[src/rtl/t01_pkg.sv]
// Shared types for the RV32I instruction encoder slice.
// Holds the format enum, the canonical NOP and the FIFO entry layout.
package t01_pkg;

  typedef enum logic [2:0] {
    FMT_R = 3'd0,
    FMT_I = 3'd1,
    FMT_S = 3'd2,
    FMT_B = 3'd3,
    FMT_U = 3'd4,
    FMT_J = 3'd5
  } fmt_t;

  localparam logic [31:0] NOP = 32'h0000_0013;

  // Entries carry a wide address; the top narrows it to ADDR_W.
  localparam int ADDR_MAX = 64;

  typedef struct packed {
    logic [31:0]         instr;
    logic [ADDR_MAX-1:0] addr;
    logic                err;
  } entry_t;

endpackage

[src/rtl/t01_instruction_encoder_pack.sv]
// Combinational packer: decoded fields + fmt -> {instr, err}.
// Ports: fmt/opcode/rd/rs1/rs2/funct3/funct7/imm in; instr/err out.
module t01_instr_pack
  import t01_pkg::*;
(
  input  logic [2:0]  fmt,
  input  logic [6:0]  opcode,
  input  logic [4:0]  rd,
  input  logic [4:0]  rs1,
  input  logic [4:0]  rs2,
  input  logic [2:0]  funct3,
  input  logic [6:0]  funct7,
  input  logic [31:0] imm,
  output logic [31:0] instr,
  output logic        err
);

  // Sign-extension checks: the dropped high bits must all match.
  logic fits12;
  logic fits13;
  logic fits21;

  assign fits12 = imm[31:11] == {21{imm[31]}};
  assign fits13 = imm[31:12] == {20{imm[31]}};
  assign fits21 = imm[31:20] == {12{imm[31]}};

  always_comb begin
    instr = NOP;
    err   = 1'b1;
    case (fmt)
      FMT_R: begin
        instr = {funct7, rs2, rs1, funct3, rd, opcode};
        err   = 1'b0;
      end
      FMT_I: begin
        instr = {imm[11:0], rs1, funct3, rd, opcode};
        err   = !fits12;
      end
      FMT_S: begin
        instr = {imm[11:5], rs2, rs1, funct3,
                 imm[4:0], opcode};
        err   = !fits12;
      end
      FMT_B: begin
        instr = {imm[12], imm[10:5], rs2, rs1, funct3,
                 imm[4:1], imm[11], opcode};
        err   = !fits13 || imm[0];
      end
      FMT_U: begin
        instr = {imm[31:12], rd, opcode};
        err   = imm[11:0] != 12'h000;
      end
      FMT_J: begin
        instr = {imm[20], imm[10:1], imm[11],
                 imm[19:12], rd, opcode};
        err   = !fits21 || imm[0];
      end
      default: begin
        instr = NOP;
        err   = 1'b1;
      end
    endcase
  end

endmodule

[src/rtl/t01_instruction_encoder.sv]
// RV32I word encoder: packs fields, tags an address, 2-deep out FIFO.
// Ports: clk/rst/flush, in_* valid/ready fields, out_* handshake, err_count.
module t01_instruction_encoder
  import t01_pkg::*;
#(
  parameter int              ADDR_W    = 32,
  parameter logic [ADDR_W-1:0] BASE_ADDR = '0
) (
  input  logic              clk,
  input  logic              rst,
  input  logic              flush,
  input  logic              in_valid,
  output logic              in_ready,
  input  logic [2:0]        in_fmt,
  input  logic [6:0]        in_opcode,
  input  logic [4:0]        in_rd,
  input  logic [4:0]        in_rs1,
  input  logic [4:0]        in_rs2,
  input  logic [2:0]        in_funct3,
  input  logic [6:0]        in_funct7,
  input  logic [31:0]       in_imm,
  output logic              out_valid,
  input  logic              out_ready,
  output logic [31:0]       out_instr,
  output logic [ADDR_W-1:0] out_addr,
  output logic              out_err,
  output logic [7:0]        err_count
);

  entry_t            mem [2];
  entry_t            head;
  logic              wr_ptr;
  logic              rd_ptr;
  logic [1:0]        count;
  logic [ADDR_W-1:0] addr_q;
  logic [7:0]        err_q;
  logic [31:0]       pk_instr;
  logic              pk_err;
  logic              full;
  logic              push;
  logic              pop;

  t01_instr_pack u_pack (
    .fmt    (in_fmt),
    .opcode (in_opcode),
    .rd     (in_rd),
    .rs1    (in_rs1),
    .rs2    (in_rs2),
    .funct3 (in_funct3),
    .funct7 (in_funct7),
    .imm    (in_imm),
    .instr  (pk_instr),
    .err    (pk_err)
  );

  assign full      = count == 2'd2;
  assign in_ready  = !full && !flush;
  assign out_valid = count != 2'd0;
  assign push      = in_valid && in_ready;
  assign pop       = out_valid && out_ready && !flush;

  assign head      = mem[rd_ptr];
  assign out_instr = head.instr;
  assign out_addr  = ADDR_W'(head.addr);
  assign out_err   = head.err;
  assign err_count = err_q;

  always_ff @(posedge clk or posedge rst) begin
    if (rst) begin
      // Entry 0 doubles as the idle head, so it holds reset values.
      for (int i = 0; i < 2; i++) begin
        mem[i] <= '{instr: '0,
                    addr:  ADDR_MAX'(BASE_ADDR),
                    err:   1'b0};
      end
      wr_ptr <= 1'b0;
      rd_ptr <= 1'b0;
      count  <= 2'd0;
      addr_q <= BASE_ADDR;
      err_q  <= 8'd0;
    end else if (flush) begin
      wr_ptr <= 1'b0;
      rd_ptr <= 1'b0;
      count  <= 2'd0;
      addr_q <= BASE_ADDR;
    end else begin
      if (push) begin
        mem[wr_ptr] <= '{instr: pk_instr,
                         addr:  ADDR_MAX'(addr_q),
                         err:   pk_err};
        wr_ptr <= ~wr_ptr;
        addr_q <= addr_q + ADDR_W'(4);
        if (pk_err && err_q != 8'hFF) begin
          err_q <= err_q + 8'd1;
        end
      end
      if (pop) begin
        rd_ptr <= ~rd_ptr;
      end
      count <= count + {1'b0, push} - {1'b0, pop};
    end
  end

endmodule
[config.mk]
export PLATFORM = sky130hd
export DESIGN_NAME = t01_instruction_encoder
export DESIGN_NICKNAME = d
export VERILOG_FILES = /design/src/rtl/t01_pkg.sv /design/src/rtl/t01_instruction_encoder_pack.sv /design/src/rtl/t01_instruction_encoder.sv
export SDC_FILE = /design/constraint.sdc
export NUM_CORES = 1
export LEC_CHECK = 0
export ABC_CLOCK_PERIOD_IN_PS = 8150
export CAP_MARGIN = 30
export CORE_MARGIN = 2
export CORE_UTILIZATION = 47
export DETAILED_ROUTE_END_ITERATION = 8
export GPL_TIMING_DRIVEN = 0
export PLACE_DENSITY = 0.73
export SLEW_MARGIN = 20
export SYNTH_ARGS = -nofsm -noshare
export SYNTH_HDL_FRONTEND = slang
export SYNTH_SLANG_ARGS = --single-unit
[constraint.sdc]
create_clock -name clk -period 8.15 [get_ports clk]
set_clock_uncertainty 0.15 [all_clocks]
set_input_delay 1.63 -clock clk [delete_from_list [all_inputs] [get_ports clk]]
set_output_delay 1.63 -clock clk [all_outputs]
set_load 0.01 [all_outputs]
Word-level counts from Yosys, hierarchy flattened:

Cells that the tools add are included.

* register bits after elaboration: 238
* input port bits: 72
* output and inout bits: 75
* word-level logic and storage cells: 69

* add/sub/neg operators: 4
* order comparisons: 3
* equal/unequal tests: 10
* muxes and demuxes: 15
* bitwise operators: 5
* reductions and logical operators: 21

Operator list (number)
* $mux 97: 4
* $bwmux 194: 1
* $pmux 32 s6: 1
* $demux 97 s1: 1
* $mux 32: 2
* $add 32x3->32 const B: 1
* $eq 20x20->1: 1
* $eq 19x19->1: 1
* $reduce_bool 12->1: 1
* $eq 11x11->1: 1
* $add 8x1->8 const B: 1
* $ne 8x8->1 const B: 1
* $eq 3x2->1 const B: 2
* $eq 3x3->1 const B: 2
* $logic_and 1x1->1: 6
* $reduce_bool 2->1: 3
* $logic_not 1->1: 5
* $pmux 1 s5: 1
* $ge 2x2->1 const B: 2
* $mux 1: 4
* $not 1->2: 2
* $eq 3x1->1 const B: 1
* $logic_not 3->1: 1
* $not 1->1: 3
* 9 further kinds: 10

Logic depth before layout (Yosys ltp):

* depth after elaboration: 7
* mapped depth: 9
* depth with buffers taken out: 8

By module:

A second synthesis with hierarchy kept.

* cell total of the unflattened synthesis: 702
* area total of the unflattened synthesis: 8450.6 um^2

Modules (own cells, without submodules)
* t01_instruction_encoder: instances 1, cells each 565, area each 7633.6 um^2, seq. area each 4204.0 um^2
* t01_instr_pack: instances 1, cells each 137, area each 817.0 um^2, seq. area each 0.0 um^2

Worst setup path after synthesis:

OpenSTA, ideal clock, no wires.

* path type: input-to-output
* start point: input flush
* end point: output in_ready
* arrival time: 2.582 ns
* required time: 6.370 ns
* slack: 3.788 ns
* stages on the path: 4
* path buffers: 3
* cell sequence: clkbuf_1 clkbuf_1 buf_1 nor2_1

* longest elaborated chain between the ends: 2

Ends and longest elaborated chain
* start, declared: line t01_instruction_encoder.sv:11 `input logic flush,`
* $logic_not 1->1: line t01_instruction_encoder.sv:57 `assign in_ready = !full && !flush;`
* $logic_and 1x1->1: line t01_instruction_encoder.sv:57
* end, declared: line t01_instruction_encoder.sv:13 `output logic in_ready,`

Every way passes these cells.

Final worst setup path:

Ends and elaborated chain as after synthesis.

==> metrics.txt <==
# TYPE chip_impl_metric gauge
chip_impl_info{name="outcome",value="complete, no violations"} 1
chip_impl_metric{name="gp_congestion",unit=""} 0.975
chip_impl_info{name="worstSetupStartpointType",value="input pin"} 1
chip_impl_metric{name="whs",unit="ps"} 308
chip_impl_metric{name="post-route-util",unit="%"} 61.3
chip_impl_metric{name="die_h",unit="um"} 135
chip_impl_metric{name="crit_arrival",unit="ps"} 3710
chip_impl_info{name="netlist_top_cells_count",value="182 x nand2_1, 168 x dfrtp_1, 96 x mux2_2, 73 x o21ai_0, 36 x nor2_1"} 1
chip_impl_metric{name="ir_drop",unit="mV"} 0.189
chip_impl_metric{name="i_o_pin_total",unit=""} 147
chip_impl_metric{name="reg2reg_depth",unit=""} 7
chip_impl_info{name="most_used_standard_cell_by_instance_count_after_synthesis",value="nand2_1"} 1
chip_impl_info{name="cp_cell_sequence",value="clkbuf_1 > clkbuf_1 > buf_1 > nor2_1 > clkdlybuf4s50_1"} 1
chip_impl_metric{name="cp.buffers_inverters",unit=""} 4
chip_impl_info{name="ys.flop_type",value="dfrtp_1"} 1
chip_impl_metric{name="floorplan.initialDensity",unit="%"} 47.6
chip_impl_metric{name="headroom_to_the_max_slew_limit",unit="%"} 55.3
chip_impl_info{name="cts_tree",value="done"} 1
chip_impl_metric{name="route.detailed.drc",unit=""} 0
chip_impl_info{name="worst_setup_path_endpoint",value="in_ready"} 1
chip_impl_info{name="path_delay_family",value="buffers and inverters"} 1
chip_impl_metric{name="grt_start_max_net_pins",unit=""} 103
chip_impl_metric{name="post_drt_via_cell_ratio",unit=""} 5.45
chip_impl_metric{name="timing.max_cap.violations",unit=""} 0
chip_impl_metric{name="sequential_element_share_of_the_synthesized_area",unit="%"} 51.8
chip_impl_info{name="reg2reg_to",value="mem[74]$_DFFE_PP0P_"} 1
chip_impl_info{name="clock-root-buffer",value="clkbuf_16"} 1
chip_impl_metric{name="synth_top_area_share",unit="%"} 51.8
chip_impl_metric{name="grt-ovfl-total",unit=""} 0
chip_impl_metric{name="crit_path_max_incr_delay",unit="ps"} 510
chip_impl_metric{name="layout-area-overhead-vs-synth",unit="%"} 28.9
chip_impl_metric{name="ys_async_sr_fraction",unit="%"} 100
chip_impl_metric{name="reg2reg_setup_slack",unit="ps"} 5620
chip_impl_metric{name="post_drt_wl_per_cell",unit="um"} 17.2
chip_impl_metric{name="cts.htree.levels",unit=""} 4
chip_impl_metric{name="tightestPinTransition",unit="ps"} 670
chip_impl_metric{name="post_synth_instance_area",unit="mm^2"} 0.00811
chip_impl_metric{name="grt_antenna_before_repair",unit=""} 0
chip_impl_metric{name="hold_bufs_at_cts",unit=""} 0
chip_impl_metric{name="tns",unit="ps"} 0
chip_impl_info{name="endpoint_kind",value="output pin"} 1
chip_impl_metric{name="total_setup_buffers_inserted_after_cts",unit=""} 0
chip_impl_info{name="synth_top_cells_by_area",value="dfrtp_1 52%, mux2_2 13%, nand2_1 8.4%"} 1
chip_impl_info{name="cell_with_the_largest_stage_delay_on_the_worst_path",value="clkbuf_1"} 1
chip_impl_metric{name="first_global_vias",unit=""} 6589
chip_impl_info{name="grt_setup_unrepaired",value="false"} 1
chip_impl_metric{name="critical_path.max_fanout",unit=""} 10
chip_impl_metric{name="total_power_after_layout",unit="uW"} 2520
chip_impl_metric{name="ctsLongestPathBuffers",unit=""} 2
chip_impl_metric{name="grt_use_total",unit="%"} 23.5
chip_impl_metric{name="timing_max_transition_violations_final",unit=""} 0
chip_impl_metric{name="setup_viol",unit=""} 0
chip_impl_metric{name="clock_sink_count",unit=""} 168
chip_impl_metric{name="wl",unit="um"} 20700
chip_impl_metric{name="worst-endpoint-required",unit="ps"} 6370
chip_impl_metric{name="placement_rows",unit=""} 48
chip_impl_metric{name="power_density",unit="mW/mm^2"} 241
chip_impl_metric{name="cts.clk_slew.worst_paths",unit="ps"} 60
chip_impl_info{name="worst_path_class_setup",value="input pin to output pin"} 1
chip_impl_metric{name="final_layout_size_suffix_gt1_share",unit="%"} 15.2
chip_impl_info{name="post-synth-top-area-cell",value="dfrtp_1"} 1
chip_impl_metric{name="drt_iter0_drc",unit=""} 351
chip_impl_metric{name="post_cts_resize_count",unit=""} 0
chip_impl_metric{name="die_w",unit="um"} 135
chip_impl_metric{name="detailedRoute.firstPassIterationCount",unit=""} 4
chip_impl_info{name="timing.critical_path.mode_cell",value="clkbuf_1"} 1
chip_impl_metric{name="worst_skew_pair.late_latency",unit="ps"} 430
chip_impl_info{name="regToRegStartpoint",value="count[1]$_DFF_PP0_"} 1
chip_impl_metric{name="timing.final.hold_violations",unit=""} 0
chip_impl_metric{name="number_of_synthesized_flops_with_an_enable_pin",unit=""} 0
chip_impl_metric{name="crit_cells",unit=""} 5
chip_impl_metric{name="synthCells",unit=""} 806
chip_impl_info{name="holdCritPathClass",value="flip-flop to flip-flop"} 1
chip_impl_metric{name="nNetsFinal",unit=""} 1044
chip_impl_metric{name="insertedDiodeCount",unit=""} 0
chip_impl_info{name="setup.worst_path.start",value="flush"} 1
chip_impl_metric{name="postRouteAntennaNets",unit=""} 0
chip_impl_metric{name="synthDistinctLibCells",unit=""} 48
chip_impl_metric{name="detailedPlacementHpwl",unit="um"} 14700
chip_impl_metric{name="io_buffers",unit=""} 141
chip_impl_metric{name="design.die.area",unit="mm^2"} 0.0183
chip_impl_metric{name="avgSynthCellArea",unit="um^2"} 10.1
chip_impl_metric{name="static-leakage-power",unit="uW"} 0.00476
chip_impl_metric{name="final_period_minus_worst_setup_slack",unit="ps"} 5490
chip_impl_metric{name="yosys_warnings",unit=""} 0
chip_impl_metric{name="vias",unit=""} 6569
chip_impl_metric{name="fin_crit_sh",unit="%"} 67.3
chip_impl_metric{name="placeableCoreArea",unit="mm^2"} 0.0171
chip_impl_metric{name="total_of_flip_flops_plus_latches_after_synthesis",unit=""} 168
chip_impl_metric{name="cts_inserted_buffers",unit=""} 17
chip_impl_metric{name="grt_pass1_wl",unit="um"} 33600
chip_impl_metric{name="maxClockFrequency",unit="MHz"} 182
area by class of cell:
cell class	count	area (um^2)
inverter	7	33.8
sequential	168	4200
buffer	51	219
clock inverter	12	176
tap	225	282
clock buffer	20	437
multi-input combinational	581	3670
fill	1479	6600
timing repair buffer	142	1440
worst reg2reg max path, delay by kind of cell, from the launching register on:
kind,cells,cell delay [ps]
AOI/OAI and AO/OA,1,90
buffers and inverters,2,980
DFF,1,380
and+or+nand+nor,4,840
state kept, by name, indices dropped and copies added, names as in the netlist:
name,count
mem,126
wr_ptr,1
count,2
rd_ptr,1
addr_q,30
err_count,8
metrics by stage:
stage / area, um^2 / setup WS, ps / std cells
5_1_grt: 10500 / 2570 / 1206
3_3_place_gp: 9810 / -437 / 1173
6_report: 10500 / 2660 / 1206
2_1_floorplan: 8120 / 1820 / 807
3_5_place_dp: 9850 / 2720 / 1174
4_1_cts: 10500 / 2710 / 1206
logic make-up after synthesis:
kind of cell,share of synthesized area [%]
other,0.0462
muxes,14.4
AOI/OAI and AO/OA,9.62
and+or+nand+nor,17.5
xor gates and xnor gates,2.91
buffers and inverters,3.02
DFF,51.8
adders and majority gates,0.617
power by group:
| group | internal (uW) | total (uW) | switching (uW) |
|---|---|---|---|
| Combinational | 320 | 623 | 303 |
| Clock | 512 | 842 | 330 |
| Sequential | 974 | 1060 | 81.4 |
| Total | 1810 | 2520 | 714 |
worst min path at each step:
stage                                       from                     end  slack, ps  cells after the start
final                     addr_q[26]$_DFFE_PP0N_  addr_q[26]$_DFFE_PP0N_        310                      1
after global routing      addr_q[26]$_DFFE_PP0N_  addr_q[26]$_DFFE_PP0N_        320                      1
after CTS                 addr_q[26]$_DFFE_PP0N_  addr_q[26]$_DFFE_PP0N_        310                      1
after detailed placement  addr_q[26]$_DFFE_PP0N_  addr_q[26]$_DFFE_PP0N_        300                      1
after global placement    addr_q[26]$_DFFE_PP0N_  addr_q[26]$_DFFE_PP0N_        300                      1
after floorplan           addr_q[26]$_DFFE_PP0N_  addr_q[26]$_DFFE_PP0N_        280                      1
layout by cell type, fill, tap and decap left out, drive strengths merged, types with 2 or more instances in the layout:
cell type      netlist  routed
a211oi               2       2
a21oi               21      21
a22oi               22      22
a31oi                3       3
and3                 4       4
and4                 8       8
buf                 18      19
bufinv               0       4
clkbuf              33      53
clkdlybuf4s50        0     141
clkinv               0       6
clkinvlp             0       2
conb                 1       2
dfrtp              168     168
ha                   4       4
inv                  7       7
mux2                97      97
mux2i                8       8
nand2              182     182
nand2b               5       5
nand3               15      15
nand3b               3       3
nand4               16      16
nor2                37      37
nor2b               14      14
nor3                 9       9
nor4                 7       7
o21ai               75      75
o22a                 6       6
or3                  5       5
xnor2                7       7
xor2                20      20
metal layers:
metal  track usage (%)  wire (um)  vias to the layer above
met5                 0          0                        -
met4              9.66        602                        0
met3              3.93       1020                       36
met2              38.1       9840                      182
met1              31.6       9290                     3235
li1                  -          -                     3116
(Power assumes the default switching activity.)
